### config.mk
export PLATFORM = sky130hd
export DESIGN_NAME = weight_fifo_loader
export DESIGN_NICKNAME = d
export VERILOG_FILES = /design/src/rtl/weight_fifo_loader.sv
export SDC_FILE = /design/constraint.sdc
export NUM_CORES = 1
export LEC_CHECK = 0
export BUFFER_PORTS_ARGS = -buffer_cell sky130_fd_sc_hd__buf_2
export CAP_MARGIN = 20
export CORE_MARGIN = 10
export CORE_UTILIZATION = 53
export DETAILED_ROUTE_END_ITERATION = 8
export PLACE_DENSITY_LB_ADDON = 0.12
export REMOVE_ABC_BUFFERS = 1
export SYNTH_ARGS = -nofsm -noshare
export SYNTH_HDL_FRONTEND = slang
export SYNTH_SLANG_ARGS = --single-unit
### constraint.sdc
create_clock -name clk -period 2.02 [get_ports clk]
set_input_delay 0.404 -clock clk [delete_from_list [all_inputs] [get_ports clk]]
set_output_delay 0.404 -clock clk [all_outputs]
set_load 0.03 [all_outputs]
### src/rtl/weight_fifo_loader.sv
// weight_fifo_loader
//   Splits 16-bit weight pairs into two 8-bit column FIFOs and pops rows from
//   both columns into the array on request.
//
//   Ports:
//     clk, reset                 clock and asynchronous active-high reset
//     in_valid/in_ready/in_data  weight word handshake ([7:0]=col0, [15:8]=col1)
//     load_req/load_rows         single-cycle request to pop 1..4 rows
//     push_col0/push_col1        push strobes, data_out carries the byte
//     pop                        pop strobe to both columns
//     occ0/occ1                  column occupancy, 0..4
//     load_busy/load_done/load_err  status: busy, completion pulse, reject pulse
//
//   Build option: LOADER_SKEW_DRAIN_EN adds a one-cycle DRAIN state after the
//   last pop so the column-1 skew register empties before load_done.
module weight_fifo_loader (
  input  logic        clk,
  input  logic        reset,
  input  logic        in_valid,
  output logic        in_ready,
  input  logic [15:0] in_data,
  input  logic        load_req,
  input  logic [2:0]  load_rows,
  output logic        push_col0,
  output logic        push_col1,
  output logic [7:0]  data_out,
  output logic        pop,
  output logic [2:0]  occ0,
  output logic [2:0]  occ1,
  output logic        load_busy,
  output logic        load_done,
  output logic        load_err
);

`ifdef LOADER_SKEW_DRAIN_EN
  typedef enum logic [2:0] {StIdle, StPush0, StPush1, StPop, StDrain} state_e;
`else
  typedef enum logic [2:0] {StIdle, StPush0, StPush1, StPop} state_e;
`endif

  state_e      r_state;
  logic [15:0] r_word;
  logic [2:0]  r_rows;
  logic [2:0]  r_occ0;
  logic [2:0]  r_occ1;
  logic        r_push0;
  logic        r_push1;
  logic        r_pop;
  logic [7:0]  r_data;
  logic        r_busy;
  logic        r_done;
  logic        r_err;

  logic        w_in_ready;
  logic        w_rows_ok;

  assign w_in_ready = (r_state == StIdle) & ~load_req & (r_occ0 < 3'd4) & (r_occ1 < 3'd4);

  // Both columns must hold enough rows; 0 and 5..7 are illegal row counts.
  assign w_rows_ok = (load_rows != 3'd0) && (load_rows <= 3'd4) &&
                     (r_occ0 >= load_rows) && (r_occ1 >= load_rows);

  always_ff @(posedge clk or posedge reset) begin
    if (reset) begin
      r_state <= StIdle;
      r_word  <= '0;
      r_rows  <= '0;
      r_occ0  <= '0;
      r_occ1  <= '0;
      r_push0 <= 1'b0;
      r_push1 <= 1'b0;
      r_pop   <= 1'b0;
      r_data  <= '0;
      r_busy  <= 1'b0;
      r_done  <= 1'b0;
      r_err   <= 1'b0;
    end else begin
      r_done <= 1'b0;
      r_err  <= 1'b0;
      // Occupancy follows the strobes driven this cycle.
      r_occ0 <= r_occ0 + {2'b00, r_push0} - {2'b00, r_pop};
      r_occ1 <= r_occ1 + {2'b00, r_push1} - {2'b00, r_pop};

      unique case (r_state)
        StIdle: begin
          if (load_req) begin
            if (w_rows_ok) begin
              r_rows  <= load_rows;
              r_pop   <= 1'b1;
              r_busy  <= 1'b1;
              r_state <= StPop;
            end else begin
              r_err <= 1'b1;
            end
          end else if (in_valid && w_in_ready) begin
            r_word  <= in_data;
            r_data  <= in_data[7:0];
            r_push0 <= 1'b1;
            r_busy  <= 1'b1;
            r_state <= StPush0;
          end
        end
        StPush0: begin
          r_push0 <= 1'b0;
          r_push1 <= 1'b1;
          r_data  <= r_word[15:8];
          r_state <= StPush1;
        end
        StPush1: begin
          r_push1 <= 1'b0;
          r_data  <= '0;
          r_busy  <= 1'b0;
          r_state <= StIdle;
        end
        StPop: begin
          if (r_rows == 3'd1) begin
            r_pop  <= 1'b0;
            r_rows <= '0;
`ifdef LOADER_SKEW_DRAIN_EN
            r_state <= StDrain;
`else
            r_busy  <= 1'b0;
            r_done  <= 1'b1;
            r_state <= StIdle;
`endif
          end else begin
            r_rows <= r_rows - 3'd1;
          end
        end
`ifdef LOADER_SKEW_DRAIN_EN
        StDrain: begin
          r_busy  <= 1'b0;
          r_done  <= 1'b1;
          r_state <= StIdle;
        end
`endif
        default: begin
          r_push0 <= 1'b0;
          r_push1 <= 1'b0;
          r_pop   <= 1'b0;
          r_data  <= '0;
          r_busy  <= 1'b0;
          r_state <= StIdle;
        end
      endcase
    end
  end

  assign in_ready  = w_in_ready;
  assign push_col0 = r_push0;
  assign push_col1 = r_push1;
  assign pop       = r_pop;
  assign data_out  = r_data;
  assign occ0      = r_occ0;
  assign occ1      = r_occ1;
  assign load_busy = r_busy;
  assign load_done = r_done;
  assign load_err  = r_err;

endmodule

### Word-level counts from Yosys, hierarchy flattened

Index checks and enable logic that the tools add are counted.

| storage, ports and cells | value |
|---|---|
| flip-flop bits (word level) | 42 |
| bits of input ports | 23 |
| word-level logic and storage cells | 85 |

| operators by class | value |
|---|---|
| add/sub/neg operators | 5 |
| magnitude comparators | 5 |
| eq/ne operators | 11 |
| multiplexer cells | 27 |
| bitwise operators | 8 |
| reductions and logical operators | 17 |

Operator list:

| cell | number |
|---|---|
| $pmux 8 s3 | 1 |
| $mux 3 | 7 |
| $mux 8 | 2 |
| $reduce_and 3->1 | 5 |
| $mux 1 | 11 |
| $pmux 3 s3 | 1 |
| $ne 2x2->1 const B | 4 |
| $reduce_and 4->1 | 2 |
| $add 3x1->3 | 2 |
| $eq 3x1->1 const B | 2 |
| $eq 3x2->1 const B | 2 |
| $ge 3x3->1 | 2 |
| $lt 3x3->1 const B | 2 |
| $pmux 1 s3 | 2 |
| $pmux 3 s2 | 1 |
| $reduce_or 2->1 | 3 |
| $sub 3x1->3 | 2 |
| $not 1->1 | 5 |
| $logic_and 1x1->1 | 4 |
| $pmux 1 s2 | 2 |
| $and 1x1->1 | 3 |
| $le 3x3->1 const B | 1 |
| $logic_not 3->1 | 1 |
| $ne 3x2->1 const B | 1 |
| other kinds (5) | 5 |

### Longest topological paths before layout

| logic depth | value |
|---|---|
| word-level depth | 8 |
| gate-level depth with buffers | 8 |

### Least setup slack after synthesis

No wires, ideal clock.

| timing | value |
|---|---|
| path type | register to register |
| start point | reg r_state[0] |
| end point | reg r_data[0], in the netlist data_out[0] |
| library setup time | 125 ps |
| arrival | 1900 ps |
| data required time | 1895 ps |
| path slack | -4 ps |
| stages on the path, launching flop included | 8 |
| buffers on the path | 0 |
| path through | dfrtp_1 -> inv_1 -> ha_1 -> nand2b_4 -> nor3_4 -> nand2_4 -> a21oi_4 -> mux2_2 |

| on the way | value |
|---|---|
| longest elaborated chain between the ends | 7 |
| elaborated cells on any way between the ends | 12 |

RTL lines:

| what | RTL line | RTL |
|---|---|---|
| start, declared | 41 | `state_e r_state;` |
| start signal, assigned | 65 | `r_state <= StIdle;` |
| start signal, assigned | 91 | `r_state <= StPop;` |
| start signal, assigned | 100 | `r_state <= StPush0;` |
| $logic_not 3->1 | 57 | `assign w_in_ready = (r_state == StIdle) & ~load_req & (r_occ0 < 3'd4) & (r_occ1 < 3'd4);` |
| $and 1x1->1 (3 in series) | 57 |  |
| named net in_ready | 20 | `output logic in_ready,` |
| $logic_and 1x1->1 | 95 | `end else if (in_valid && w_in_ready) begin` |
| $ne 2x1->1 (no source line) | n/a |  |
| $reduce_and 3->1 (no source line) | n/a |  |
| end signal, assigned | 97 | `r_data <= in_data[7:0];` |
| end signal, assigned | 106 | `r_data <= r_word[15:8];` |
| end, declared | 49 | `logic [7:0] r_data;` |

The timed path passes the listed nets, and every way through them passes these cells.
A chain may end at the register's enable or synchronous reset.

### Worst setup path in the final report

| timing | value |
|---|---|
| start point | reg r_state[1] |
| end point | out in_ready |

| on the way | value |
|---|---|
| longest elaborated chain between the ends | 4 |

RTL lines:

| what | RTL line |
|---|---|
| $logic_not 3->1 | 57 |
| $and 1x1->1 (3 in series) | 57 |
| end, declared | 20 |

Every way passes these cells.

==> results.md <==
- The worst pin sits at a relative slew slack of 66.3%.
- For this design the top-level I/O count stands at 44.
- For this design, the sink count on the clock tree is 33.
- The type of the most critical hold path is input pin to asynchronous set/reset pin.
- The antenna cell count is 0.
- The worst register-to-register path ends at r_rows[1]$_DFFE_PP0P_.
- The flow ran to the end, and the final reports show no timing, DRC or antenna violations.
- The clock latency of the later-clocked register in the worst-skew pair is 0.33 ns.
- For this run, the post-layout net count is 246.
- The longest clock path from root to sink contains 2 buffers.
- At the worst endpoint, the required time is 1.62 ns.
- The clock-pin slew on the worst setup and hold paths is 0.10 ns.
- The final hold violation count came to 0.
- For this run, asynchronously set or reset flops after synthesis account for 100%.
- The average via count per standard cell is 5.32.
- The launching element of the worst setup path is r_state[1]$_DFFE_PP0P_.
- The register area is 826 µm².
- The commonest non-fill, non-tap cell in the layout is sky130_fd_sc_hd__buf_2.
- The finished layout holds 251 standard cells, fillers aside.
- The static power due to leakage is 1.16 nW.
- Setup slack closes at 0.0872 ns.
- Compared with the post-synthesis result, the final layout area differs by 17.8%.
- The TritonCTS clock tree is built.
- In the synthesized netlist, the number of instances is 151.
- Summing all multi-input logic gate instances after layout gives 927 µm².
- The per-instance average area after synthesis is 12.4 µm².
- The H-tree was split into 2 levels.
- Yosys printed 0 warnings.
- The number of enable flip-flop cells after synthesis is 0.
- The reported max-cap violation count is 0.
- The remaining antenna violation count after routing is 0.
- Before CTS, the worst setup slack after placement is 0.00154 ns.
- The floorplan step defined a die boundary enclosing 6310 µm².
- The final layout contains routed wiring with a total length of 4.08 mm.
- STA classifies the critical path startpoint as a register.
- The first global-routing pass estimated 6.88 mm of wire.
- In the final routed layout, each cell accounts on average for 16.2 µm.
- The final count of negative-setup-slack endpoints is 0.
- On the final layout, the worst hold slack is 0.136 ns.
- The width of the die is 79.4 µm.
- After synthesis, the netlist uses 36 different library cells.
- The endpoint type of the worst setup path is an output pin.
- The arrival time of the worst setup path is 1.53 ns.
- The setup path with the least slack is of type register to output pin.
- The buffer cell driving the clock tree root is sky130_fd_sc_hd__clkbuf_4.
- Along the worst path, the maximum fanout reaches 4.
- The combined global-route utilization of all metal layers is 13.8%.
- In the layout the commonest cells are sky130_fd_sc_hd__buf_2, sky130_fd_sc_hd__dfrtp_1, sky130_fd_sc_hd__mux2_2, sky130_fd_sc_hd__inv_1, sky130_fd_sc_hd__ha_1.
- The number of port buffers is 43.
- Among all flip-flop cells after synthesis, the most frequent one is sky130_fd_sc_hd__dfrtp_1.
- The share of the clock period used by the worst path after layout is 95.7%.
- The number of antenna violations at the first check in global routing was 0.
- The total overflow reported by the global router is 0.
- The via count of the first global-routing pass was 1513.
- The total count of max-transition violations in the final report is 0.
- From bottom edge to top edge, the die measures 79.4 µm.
- In this run the cell area of the synthesized design comes to 1870 µm².
- For this design, the CTS-stage hold fixing added 0 buffers.
- The post-route netlist has 44.9% of its cells at a drive strength greater than 1.
- The core region is 3360 µm².
- After filler insertion, the fill cell instance count of the layout stands at 303.
- The synthesis-stage register bit count is 33.
- The number of setup buffers added after CTS is 0.
- In this run the register-to-register setup slack is 0.11 ns.
- Setup repair after global routing could not meet its margin everywhere.
- The destination of the critical timing path is in_ready.
- The routability congestion estimate from global placement is 0.862.
- In this run the core area contains 21 standard-cell rows.
- The worst register-to-register path has a depth of 7.
- For the pin with the worst max-slew slack, the measured transition is 0.506 ns.
- In this run the critical register-to-register path is launched from r_state[1]$_DFFE_PP0P_.
- The iteration-0 DRC count of the detailed router is 45.
- For the final database, setup skew stands at 0.00452 ns.
- The starting density of the core is 55.6%.
- The number of instances in the placed design is 243.
- The share of the Yosys chip area taken by registers is 44.1%.
- The peak clock frequency supported by timing is 517 MHz.
- After layout, the minimum clock period comes to 1.93 ns.
- For this run, design rule violations remaining after detail routing come to 0.
- The peak supply drop is 0.805 mV.
- The largest net degree at the start of global routing is 34.
- Once layout is complete, the utilization of the core stands at 65.5%.
- The routed via count is 1336.
- The first detailed-routing pass ran for 4 iterations.
- The total power per unit cell area is 1670 nW/µm².
- After legalization and detailed placement, the total HPWL measured 3.25 mm.
- The number of buffers inserted during clock tree synthesis is 5.
[synthesized netlist by cell type, types with 3 or more instances]
master,instances,area (µm²)
sky130_fd_sc_hd__inv_1,18,67.6
sky130_fd_sc_hd__xnor2_1,5,43.8
sky130_fd_sc_hd__nand2_1,6,22.5
sky130_fd_sc_hd__dfrtp_1,33,826
sky130_fd_sc_hd__clkbuf_8,3,41.3
sky130_fd_sc_hd__mux2_2,18,203
sky130_fd_sc_hd__ha_1,17,213
sky130_fd_sc_hd__mux2i_1,3,30.0
sky130_fd_sc_hd__a21oi_1,7,35.0
sky130_fd_sc_hd__a22o_2,8,80.1
[metrics by stage]
stage / total power, mW / instance area, µm² / TNS (ns)
after floorplan: 2.71 / 1820 / -3.07
after global placement: 3.23 / 2140 / 0
after detailed placement: 3.36 / 2140 / 0
after CTS: 3.72 / 2200 / 0
after global routing: 3.97 / 2200 / -0.0339
final: 3.67 / 2200 / 0
[area by class of cell]
cell class                      instances  share of cell area (%)
Multi-Input combinational cell         96                    42.1
Sequential cell                        33                    37.5
Timing Repair Buffer                   50                    12.4
Inverter                               18                    3.07
Tap cell                               46                    2.61
Clock buffer                            6                    1.87
Clock inverter                          2                   0.454
[metal layers]
metal / routed length [µm] / part of all wire [%] / global-route usage (%)
met5: 0 / 0 / 0
met4: 102 / 2.5 / 6.63
met3: 253 / 6.2 / 5.18
met2: 2110 / 52 / 24.3
met1: 1610 / 40 / 14.2
[flip-flops by register name, indices dropped and copies added, names as in the netlist]
signal,flops
occ0,3
occ1,3
r_state,2
pop,1
r_rows,3
data_out,8
r_word,8
push_col1,1
push_col0,1
load_err,1
load_busy,1
load_done,1
[worst max-delay path, stage by stage (launching register included)]
cell and delay (ns):
sky130_fd_sc_hd__dfrtp_1 0.42, sky130_fd_sc_hd__inv_1 0.13, sky130_fd_sc_hd__ha_2 0.22, sky130_fd_sc_hd__nand2b_4 0.07, sky130_fd_sc_hd__nor3_4 0.18, sky130_fd_sc_hd__buf_6 0.17
[power breakdown]
| group | switching (mW) | total [mW] | internal (mW) |
|---|---|---|---|
| sequential | 0.191 | 1.16 | 0.967 |
| combinational | 1.23 | 2.16 | 0.931 |
| clock | 0.222 | 0.355 | 0.132 |
[worst min path at each step]
stage	start	endpoint	cells past startpoint	slack [ns]
5_1_grt	reset	data_out[3]$_DFFE_PP0P_	3	0.18
6_report	reset	r_word[11]$_DFFE_PP0P_	3	0.14
3_5_place_dp	load_busy$_DFFE_PP0P_	load_busy$_DFFE_PP0P_	1	0.49
4_1_cts	reset	r_word[11]$_DFFE_PP0P_	3	0.14
3_3_place_gp	data_out[6]$_DFFE_PP0P_	data_out[6]$_DFFE_PP0P_	1	0.49
2_1_floorplan	r_word[10]$_DFFE_PP0P_	r_word[10]$_DFFE_PP0P_	1	0.48
[cells by family after synthesis]
group	share of synthesized area, %
fa+ha+maj	13.5
flops	44.1
simple gates	8.36
buf+inv	6.42
compound gates	12.2
xor+xnor	2.34
mux	13.0
[what timing repair did]
action	in CTS	in global routing
gates resized for setup	1	2
pin swaps	0	0
setup endpoints to repair	1	3
Power figures use the tool's default switching activity.
